==> config.mk <==
export PLATFORM = sky130hd
export DESIGN_NAME = twos_comp_decoder
export DESIGN_NICKNAME = d
export VERILOG_FILES = /design/src/rtl/twos_comp_decoder.sv
export SDC_FILE = /design/constraint.sdc
export NUM_CORES = 1
export LEC_CHECK = 0
export CAP_MARGIN = 25
export CORE_AREA = 4 4 47 49
export CTS_CLUSTER_SIZE = 30
export DETAILED_ROUTE_END_ITERATION = 8
export DIE_AREA = 0 0 51 53
export GPL_ROUTABILITY_DRIVEN = 0
export GPL_TIMING_DRIVEN = 0
export PLACE_DENSITY = 0.86
export SETUP_SLACK_MARGIN = 0.5
export SYNTH_ARGS = -nofsm -noshare
export SYNTH_HDL_FRONTEND = slang
export SYNTH_SLANG_ARGS = --single-unit
==> constraint.sdc <==
create_clock -name clk -period 4.65 [get_ports clk]
set_input_delay 0.465 -clock clk [delete_from_list [all_inputs] [get_ports clk]]
set_output_delay 0.465 -clock clk [all_outputs]
set_load 0.005 [all_outputs]
==> src/rtl/twos_comp_decoder.sv <==
// Serial two's-complement to sign/magnitude decoder: one bit per clock, LSB first,
// with valid/ready handshakes on both sides.
module twos_comp_decoder #(
    parameter int WIDTH = 5
) (
    input  logic             clk,
    input  logic             rst_n,
    input  logic             in_valid,
    output logic             in_ready,
    input  logic [WIDTH-1:0] in_data,
    output logic             out_valid,
    input  logic             out_ready,
    output logic             out_sign,
    output logic [WIDTH-1:0] out_mag,
    output logic             busy
);

    localparam int unsigned IW = (WIDTH > 2) ? $clog2(WIDTH) : 1;
    localparam logic [IW-1:0] LAST_IDX = IW'(WIDTH - 1);

    typedef enum logic [1:0] {
        IDLE,
        CONV,
        DONE
    } state_t;

    state_t            state_q, state_d;
    logic [WIDTH-1:0]  data_q, data_d;
    logic [WIDTH-1:0]  mag_q, mag_d;
    logic [IW-1:0]     idx_q, idx_d;
    logic              sign_q, sign_d;
    logic              seen_one_q, seen_one_d;
    logic              bit_in;

    always_ff @(posedge clk or negedge rst_n) begin
        if (!rst_n) begin
            state_q    <= IDLE;
            data_q     <= '0;
            mag_q      <= '0;
            idx_q      <= '0;
            sign_q     <= 1'b0;
            seen_one_q <= 1'b0;
        end else begin
            state_q    <= state_d;
            data_q     <= data_d;
            mag_q      <= mag_d;
            idx_q      <= idx_d;
            sign_q     <= sign_d;
            seen_one_q <= seen_one_d;
        end
    end

    always_comb begin
        state_d    = state_q;
        data_d     = data_q;
        mag_d      = mag_q;
        idx_d      = idx_q;
        sign_d     = sign_q;
        seen_one_d = seen_one_q;
        bit_in     = 1'b0;
        case (state_q)
            IDLE: begin
                if (in_valid) begin
                    data_d     = in_data;
                    sign_d     = in_data[WIDTH-1];
                    idx_d      = '0;
                    seen_one_d = 1'b0;
                    mag_d      = '0;
                    state_d    = CONV;
                end
            end
            CONV: begin
                bit_in = data_q[idx_q];
                // Negation serially: copy bits up to and including the first 1, invert the rest.
                if (sign_q) begin
                    mag_d[idx_q] = bit_in ^ seen_one_q;
                    seen_one_d   = seen_one_q | bit_in;
                end else begin
                    mag_d[idx_q] = bit_in;
                end
                if (idx_q == LAST_IDX) begin
                    state_d = DONE;
                end else begin
                    idx_d = idx_q + IW'(1);
                end
            end
            DONE: begin
                if (out_ready) begin
                    state_d = IDLE;
                end
            end
            default: state_d = IDLE;
        endcase
    end

    always_comb begin
        in_ready  = (state_q == IDLE);
        busy      = (state_q == CONV);
        out_valid = (state_q == DONE);
        out_sign  = sign_q;
        out_mag   = mag_q;
    end

endmodule

# Yosys cells after proc, flatten, opt, wreduce, memory -nomap -nowiden
# Index checks and enable logic that the tools add are counted.
dict set report word_totals {
  register_bits 17
  in_bits 9
  out_inout_bits 9
  word_cells 46
}
dict set report op_classes {
  add_sub_neg 1
  magnitude_cmp 2
  n_eq_ne 8
  mux 19
  bitwise_logic 2
  reduce_logical 8
}
# cell count
set op_table {}
lappend op_table {{$bwmux W5} 2}
lappend op_table {{$mux W5} 2}
lappend op_table {{$pmux W5 S2} 1}
lappend op_table {{$reduce_and A3 Y1} 3}
lappend op_table {{$mux W2} 3}
lappend op_table {{$mux W3} 2}
lappend op_table {{$ne A2 B1 Y1 const B} 3}
lappend op_table {{$pmux W2 S3} 1}
lappend op_table {{$pmux W3 S2} 1}
lappend op_table {{$lt A3 B4 Y1 const B} 1}
lappend op_table {{$mux W1} 4}
lappend op_table {{$ne A2 B2 Y1 const B} 2}
lappend op_table {{$reduce_and A2 Y1} 2}
lappend op_table {{$add A3 B1 Y3 const B} 1}
lappend op_table {{$bmux W1 S3} 1}
lappend op_table {{$demux W1 S3} 1}
lappend op_table {{$eq A3 B3 Y1 const B} 1}
lappend op_table {{$ge A3 B1 Y1 const B} 1}
lappend op_table {{$eq A2 B1 Y1 const B} 1}
lappend op_table {{$eq A2 B2 Y1 const B} 1}
lappend op_table {{$logic_not A2 Y1} 1}
lappend op_table {{$pmux W1 S2} 1}
lappend op_table {{$reduce_bool A2 Y1} 1}
lappend op_table {{$logic_and A1 B1 Y1} 1}
lappend op_table {{2 further kinds} 2}

# Longest topological paths before layout
# Gate-level depths: netlist of run 1.
dict set report logic_depth {
  depth_word 7
  mapped_depth 8
  mapped_depth_nobuf 7
}

# Least setup slack after synthesis of run 1
# No wires, ideal clock.
dict set report synth_path {
  path_kind {register -> register}
  startpoint {register idx_q[0]}
  endpoint {register mag_q[4] (netlist: out_mag[4])}
  setup_time_ns 0.133
  arrival_time_ns 1.727
  path_slack_ns 2.790
  stages_incl_launch_ff 8
  path_buffers 1
  period_less_slack_ns 1.860
  path_cell_list {dfrtp_1 buf_4 mux2_4 a221oi_1 ha_1 nand2b_1 nand4_1 o22ai_1}
}
dict set report synth_between {
  elab_chain_len 7
  word_cells_on_any_way 12
  cone_classes {2 x order compare; 8 x mux; 1 x bitwise; 1 x reduce/logical}
}
# item line_no
set synth_lines {}
lappend synth_lines {{start, declared} 30} ;# logic [IW-1:0] idx_q, idx_d;
lappend synth_lines {{start signal, assigned} 47} ;# idx_q <= idx_d;
lappend synth_lines {{$lt A3 B4 Y1 (not written as such) / $ge A3 B1 Y1 (equally long branches)} {76, 79}}
lappend synth_lines {{$logic_and A1 B1 Y1 (not written as such)} {76, 79}}
lappend synth_lines {{$mux W1 (not written as such)} {76, 79}}
lappend synth_lines {{$demux W1 S3} {76, 79}}
lappend synth_lines {{$bwmux W5, on equally long branches} {79, 76}}
lappend synth_lines {{$mux W5 *} 75} ;# if (sign_q) begin
lappend synth_lines {{$pmux W5 S2 *} 61} ;# case (state_q)
lappend synth_lines {{end signal, assigned} 46} ;# mag_q <= mag_d;
lappend synth_lines {{end, declared} 29} ;# logic [WIDTH-1:0] mag_q, mag_d;
# Every way passes the cells marked *; elsewhere a longest branch is shown, timed or not. The select of a mux whose other input is x is not followed.
# A chain may end at the register's enable or synchronous reset.

# Worst setup path after layout of run 1
dict set report layout_path {
  startpoint {register state_q[1]}
  endpoint {output busy}
}
dict set report layout_between {
  elab_chain_len 1
}
# item line_no
set layout_lines {}
lappend layout_lines {{start, declared} 27} ;# state_t state_q, state_d;
lappend layout_lines {{start signal, assigned} 44} ;# state_q <= state_d;
lappend layout_lines {{$eq A2 B1 Y1} 98} ;# busy = (state_q == CONV);
lappend layout_lines {{end, declared} 15} ;# output logic busy
# No other way between the ends.

==> run metrics, run 1 <==
synthesized instance count=slightly below 80; fraction of power consumed by sequential logic=32.9%; top cells by area, synth=dfrtp_1, mux2_4, ha_1; Synth Area in Compound Gates=14.6%; length of the first detailed-routing pass in iterations=4; final core utilization=60.1%; number of port buffers=17; half-perimeter wire length after detailed placement=around 1.4 mm; fraction of power spent switching nets=between 30% and 40%; max-slew headroom at the worst pin=between 50 and 60%; adder and majority gate portion of the synthesized area=4.21%; share of final-layout standard cells stronger than drive strength 1=17.5%; final worst path period need=roughly 2200 ps; post_cts resized=0; combinational share of power=57.5%; Total Routing Usage GR=between 10% and 20%; worst-skew pair later-pin latency=~290 ps; total power divided by cell area=approximately 680 nW/µm²; Final setup violation count=0; mux share of post-synthesis cell area=between 10% and 20%; clock tree from TritonCTS=done; Final Net Count=roughly 110; Netlist cell types=36; nets in the synthesized netlist=89; P_sw=approximately 300 µW; count of H-tree levels built during CTS=1; GR Overflow Total=0; placement row count=16; Final Hold Vio Count=0; Yosys warning total=0; top library cells by usage in the layout, fill and taps aside=clkdlybuf4s50_1, dfrtp_1, mux2_4; global routing usage on met3=approximately 3.4%; critical path class=reg2out; Req. time, crit path=~4200 ps; IR drop worst, VDD=0.347 mV; number of buffers between clock root and the deepest sink=2; Synth Area per Inst=11.6 µm²; final setup TNS=0 ps; Final ANT Viol Nets=0; floorplan die width=just over 50 µm; height of the die=about 53 µm; Post-Synth Simple-Gate Area=between 10% and 20%; grt met2 use=around 28%; power after layout=between 700 and 800 µW; status=finished, final reports clean; vias after detailed routing=679; Fill cells=163; Initial Util=47.9%; crit path DAT=approximately 1800 ps; Worst Setup End Kind=primary output; mapped cell area=around 900 µm²; flip-flop and latch count after synthesis=16; I/O pin count=18; Hold Worst Slack=around 520 ps; synthesis-to-layout area growth=25.4%; root buffer cell=clkbuf_4; main combinational cell family by area after synthesis=simple AND/OR/NAND/NOR gates; Fin Clk Skew=2.59 ps; DR iter-0 viols=7; via density per instance=5.48; largest net degree at the start of global routing=17; Post-CTS Setup Repair Bufs=0; max-capacitance violation count=0; classification of the worst-slack hold path=reg2reg; unrepaired setup endpoints after global routing=no; Yosys top cell by area=dfrtp_1; DRC=0; Clock Sinks=16; area of the multi-input gates=approximately 440 µm²; FF+latch area=about 400 µm²; startpoint type of the worst setup path=flip-flop; post-route clock period utilization=between 40% and 50%; detailed-route wire length=around 1.9 mm; area share of the largest cell type after synthesis=between 40% and 50%; first-pass GRT wire length=about 3.1 mm; XOR/XNOR share of the synthesized area=0%; mean routed wirelength per cell=approximately 16 µm; transition time of the tightest slew-check pin=roughly 700 ps; initial antenna violation count=0; M1 GR Usage=between 10% and 20%; number of buffers inserted for hold repair after clock tree synthesis=0; antenna diode count=0; leakage power=between 0.4 and 0.5 nW; number of buffers inserted during clock tree synthesis=3; Final Max Tran Viols=0; most common library cell in the layout ignoring fill and taps=clkdlybuf4s50_1; clock transition at the register clock pins on the worst setup and hold paths after CTS=90 ps; vias in the first global route=~680; maximum fanout along the worst path=9; die footprint=roughly 2700 µm²; busiest layer in global routing=met2; sequential fraction of the synthesis area=44.9%; Core Footprint=about 1900 µm²; clock group share of total power=a little under a tenth; Max Freq=451 MHz; internal power contribution=roughly 460 µW
==> cells by family (layout without fill, tap and decap cells) <==
kind of cell / after synthesis / count (layout)
AOI/OAI and AO/OA: 16 / 16
and+or+nand+nor: 24 / 24
buffers and inverters: 9 / 29
adders and majority gates: 3 / 3
DFF: 16 / 16
muxes: 9 / 9
==> Yosys cell counts, drive strengths merged <==
master and instances:
a21oi 1, nor2 3, mux2i 2, a211oi 1, buf 4, and4 1, nand3 3, o311ai 2
mux2 7, nand3b 2, or3b 2, a221oi 2, o211ai 2, a311oi 1, nand2b 2, o21ai 5
o22ai 1, and3 1, a32o 1, nor2b 2, ha 3, nand4 3, and2b 1, inv 4
nor3b 1, nand2 2, dfrtp 16, clkbuf 1, and4b 1
==> power by group through the flow <==
stage               clock network (mW)  registers [mW]  logic (mW)
floorplan                            0           0.242       0.307
global placement                     0           0.250       0.421
detailed placement                   0           0.254       0.435
CTS                             0.0744           0.251       0.441
global route                    0.0803           0.258       0.484
finish                          0.0736           0.252       0.440
==> critical path, stage by stage (launching register included) <==
cell and delay (ps):
dfrtp_1 470, nor2b_1 140, clkbuf_1 280, clkdlybuf4s50_1 570
==> per-stage QoR <==
step	area (µm²)	setup slack, ps	instances
after floorplan	892	2790	77
after global placement	1100	2690	121
after detailed placement	1100	2640	121
after CTS	1120	2420	124
after global routing	1120	2320	124
final	1120	2430	124
==> registers in the layout, summed over array words and instances (netlist names) <==
signal and count:
seen_one_q 1, out_mag 5, state_q 2, idx_q 3, data_q 5
==> cell type report <==
type,instances,area share [%]
Multi-Input combinational cell,52,39.1
Sequential cell,16,35.8
Timing Repair Buffer,17,15.2
Buffer,5,3.47
Tap cell,27,3.02
Clock buffer,3,2.01
Inverter,4,1.34
==> path summary, 6_finish.rpt <==
path / from / endpoint / slack, ps / cells after the start
worst max-delay path: state_q[1]$_DFFE_PN0P_ / busy / 2430 / 3
worst min-delay path: seen_one_q$_DFFE_PN0P_ / seen_one_q$_DFFE_PN0P_ / 520 / 2
worst max register to register: idx_q[0]$_DFFE_PN0P_ / out_mag[3]$_DFFE_PN0P_ / 2620 / 7
worst min register to register: seen_one_q$_DFFE_PN0P_ / seen_one_q$_DFFE_PN0P_ / 520 / 2
max in group asynchronous: rst_n / idx_q[2]$_DFFE_PN0P_ / 3610 / 1
min in group asynchronous: rst_n / data_q[3]$_DFFE_PN0P_ / 590 / 1
==> routing by layer <==
metal | part of all wire (%) | up-vias
li1 | - | 328
met1 | 42 | 332
met2 | 51 | 15
met3 | 4.6 | 4
met4 | 2.6 | 0
met5 | 0 | -
Note: power is estimated with default switching activity, not from simulation.
==> inputs of run 2 (changes only) <==
--- a/config.mk
+++ b/config.mk
@@ -6,13 +6,13 @@
 export NUM_CORES = 1
 export LEC_CHECK = 0
 export CAP_MARGIN = 25
-export CORE_AREA = 4 4 47 49
+export CORE_AREA = 4 4 48 50
 export CTS_CLUSTER_SIZE = 30
 export DETAILED_ROUTE_END_ITERATION = 8
-export DIE_AREA = 0 0 51 53
+export DIE_AREA = 0 0 52 54
 export GPL_ROUTABILITY_DRIVEN = 0
 export GPL_TIMING_DRIVEN = 0
-export PLACE_DENSITY = 0.86
+export PLACE_DENSITY = 0.83
 export SETUP_SLACK_MARGIN = 0.5
 export SYNTH_ARGS = -nofsm -noshare
 export SYNTH_HDL_FRONTEND = slang
==> constraint.sdc (replaced) <==
create_clock -name clk -period 2.2 [get_ports clk]
set_input_delay 0.22 -clock clk [delete_from_list [all_inputs] [get_ports clk]]
set_output_delay 0.22 -clock clk [all_outputs]
set_load 0.005 [all_outputs]
==> run 2 against run 1 <==
Effect of this change:
- die area grew 3.9%
- wire length decreased by 0.52%
- total power up 140%
- sequential share of layout area decreased by 2.3 points
- global-route usage is 1.8 points lower
- sequential power up 120%
- non-clock buffer count is 4 higher
- clock skew rose by 3.8 ps
- worst setup slack worse by 2100 ps
- highest routed layer unchanged
==> run metrics, run 2 (same netlist as run 1, synthesis figures left out) <==
status=finished, final reports clean; count of H-tree levels built during CTS=1 (unchanged); DRC=0 (unchanged); placement row count=16 (unchanged); first-pass GRT wire length=2.96 mm (-5.9%); max-slew headroom at the worst pin=54.8% (+1.9 points); number of buffers between clock root and the deepest sink=2 (unchanged); transition time of the tightest slew-check pin=676 ps (-28.6 ps); DR iter-0 viols=17 (+10); height of the die=54 µm (+1.9%); Final Max Tran Viols=0 (unchanged); number of buffers inserted during clock tree synthesis=3 (unchanged); vias after detailed routing=713 (+5.0%); startpoint type of the worst setup path=flip-flop; post-route clock period utilization=between 80 and 90%; critical path class=reg2out; largest net degree at the start of global routing=17 (unchanged); number of buffers inserted for hold repair after clock tree synthesis=0 (unchanged); total power divided by cell area=1530 nW/µm² (+120%); floorplan die width=52 µm (+2.0%); share of final-layout standard cells stronger than drive strength 1=26.5% (+8.9 points); final setup TNS=0 ps (unchanged); initial antenna violation count=0 (unchanged); max-capacitance violation count=0 (unchanged); Final Hold Vio Count=0 (unchanged); top library cells by usage in the layout, fill and taps aside=clkdlybuf4s50_1, dfrtp_1, mux2_4; setup slack after placement=338 ps (-2300 ps); Crit-path slowest cell=clkdlybuf4s50_1; clock transition at the register clock pins on the worst setup and hold paths after CTS=90 ps (about the same); worst-skew pair later-pin latency=280 ps (about the same); most common library cell in the layout ignoring fill and taps=clkdlybuf4s50_1; Max Freq=around 540 MHz; mean routed wirelength per cell=14.9 µm (-4.4%); leakage power=0.540 nW (+9.5%); die footprint=2810 µm² (+3.9%); slack of the critical path=344 ps (-2090 ps); cell-by-cell trace of the critical path=buf_6, nor2b_1, buf_2, clkdlybuf4s50_1; Worst Setup End Kind=primary output; GR Overflow Total=0 (unchanged); Final setup violation count=0 (unchanged); Crit path largest cell delay=520 ps (-50 ps); via density per instance=5.53 (+0.94%); clock tree from TritonCTS=done; Fin Clk Skew=6.44 ps (+3.85 ps); vias in the first global route=657 (-3.5%); Final Net Count=115 (+3.6%); unrepaired setup endpoints after global routing=yes; root buffer cell=clkbuf_4; Req. time, crit path=1980 ps (-2200 ps); area of the multi-input gates=469 µm² (+7.1%); number of port buffers=17 (unchanged); final worst path period need=approximately 1900 ps; FF+latch area=402 µm² (+0.31%); power after layout=1.84 mW (+140%); Initial Util=46.9% (-1.0 points); crit path DAT=1640 ps (-110 ps); detailed-route wire length=1.92 mm (-0.52%); IR drop worst, VDD=0.806 mV (+130%); half-perimeter wire length after detailed placement=1.39 mm (+0.52%); Total Routing Usage GR=14.5% (-1.8 points); Clock Sinks=16 (unchanged); final core utilization=63.0% (+2.9 points); Final ANT Viol Nets=0 (unchanged); I/O pin count=18 (unchanged); flop-to-flop setup slack=360 ps (-2260 ps); classification of the worst-slack hold path=in2async; maximum fanout along the worst path=10 (+1); synthesis-to-layout area growth=34.4%; Fill cells=150 (-8.0%); length of the first detailed-routing pass in iterations=4 (unchanged); cell class contributing the biggest share of worst-path delay=buffers and inverters; antenna diode count=0 (unchanged); Core Footprint=1900 µm² (+2.2%); sum of buffers and inverters on the critical path=3 (+1); Hold Worst Slack=341 ps (-175 ps)
-- run 2: metrics by stage --
step | instance area [µm²] | std cells
2_1_floorplan | 913 | 77
3_3_place_gp | 1120 | 121
3_5_place_dp | 1120 | 121
4_1_cts | 1170 | 127
5_1_grt | 1200 | 129
6_report | 1200 | 129
-- run 2: worst paths after layout --
check / start / to / cells after the start
setup / recovery: state_q[0]$_DFFE_PN0P_ / busy / 4
hold / removal: rst_n / data_q[4]$_DFFE_PN0P_ / 1
setup reg to reg: idx_q[0]$_DFFE_PN0P_ / out_mag[3]$_DFFE_PN0P_ / 7
hold reg to reg: seen_one_q$_DFFE_PN0P_ / seen_one_q$_DFFE_PN0P_ / 2
max in group asynchronous: rst_n / state_q[1]$_DFFE_PN0P_ / 1
min in group clk: seen_one_q$_DFFE_PN0P_ / seen_one_q$_DFFE_PN0P_ / 2
-- run 2: metal layers --
metal  up-vias  global-route usage, %  part of all wire (%)
met5         -                      0                     0
met4         0                   3.93                   1.3
met3         2                   4.43                   6.0
met2        27                   26.2                    49
met1       343                   16.4                    44
li1        341                      -                     -
-- run 2: area by class of cell --
type	count	area share [%]
Tap cell	27	2.82
Buffer	5	3.65
Sequential cell	16	33.5
Clock buffer	4	3.03
Inverter	4	1.25
Timing Repair Buffer	21	16.6
Multi-Input combinational cell	52	39.1
-- run 2: worst reg2reg max path, stage by stage (launching register included) --
cell and delay [ps]:
dfrtp_1 400, buf_6 140, mux2_4 310, a221oi_4 270, ha_1 270, nand2b_4 160, nand4_1 100, o21ai_1 70
-- run 2: where the power goes --
part           total [mW]  internal [mW]  switching (mW)
registers           0.543          0.427           0.116
clock network       0.190          0.101          0.0889
logic                1.10          0.612           0.493
-- run 2: timing repair --
item                                    in CTS  in global routing
pin swaps                                    2                  2
setup buffers                                2                  2
endpoints found under the setup margin       8                  9
resized for setup                            3                  4
hold endpoints to repair                     0                  0
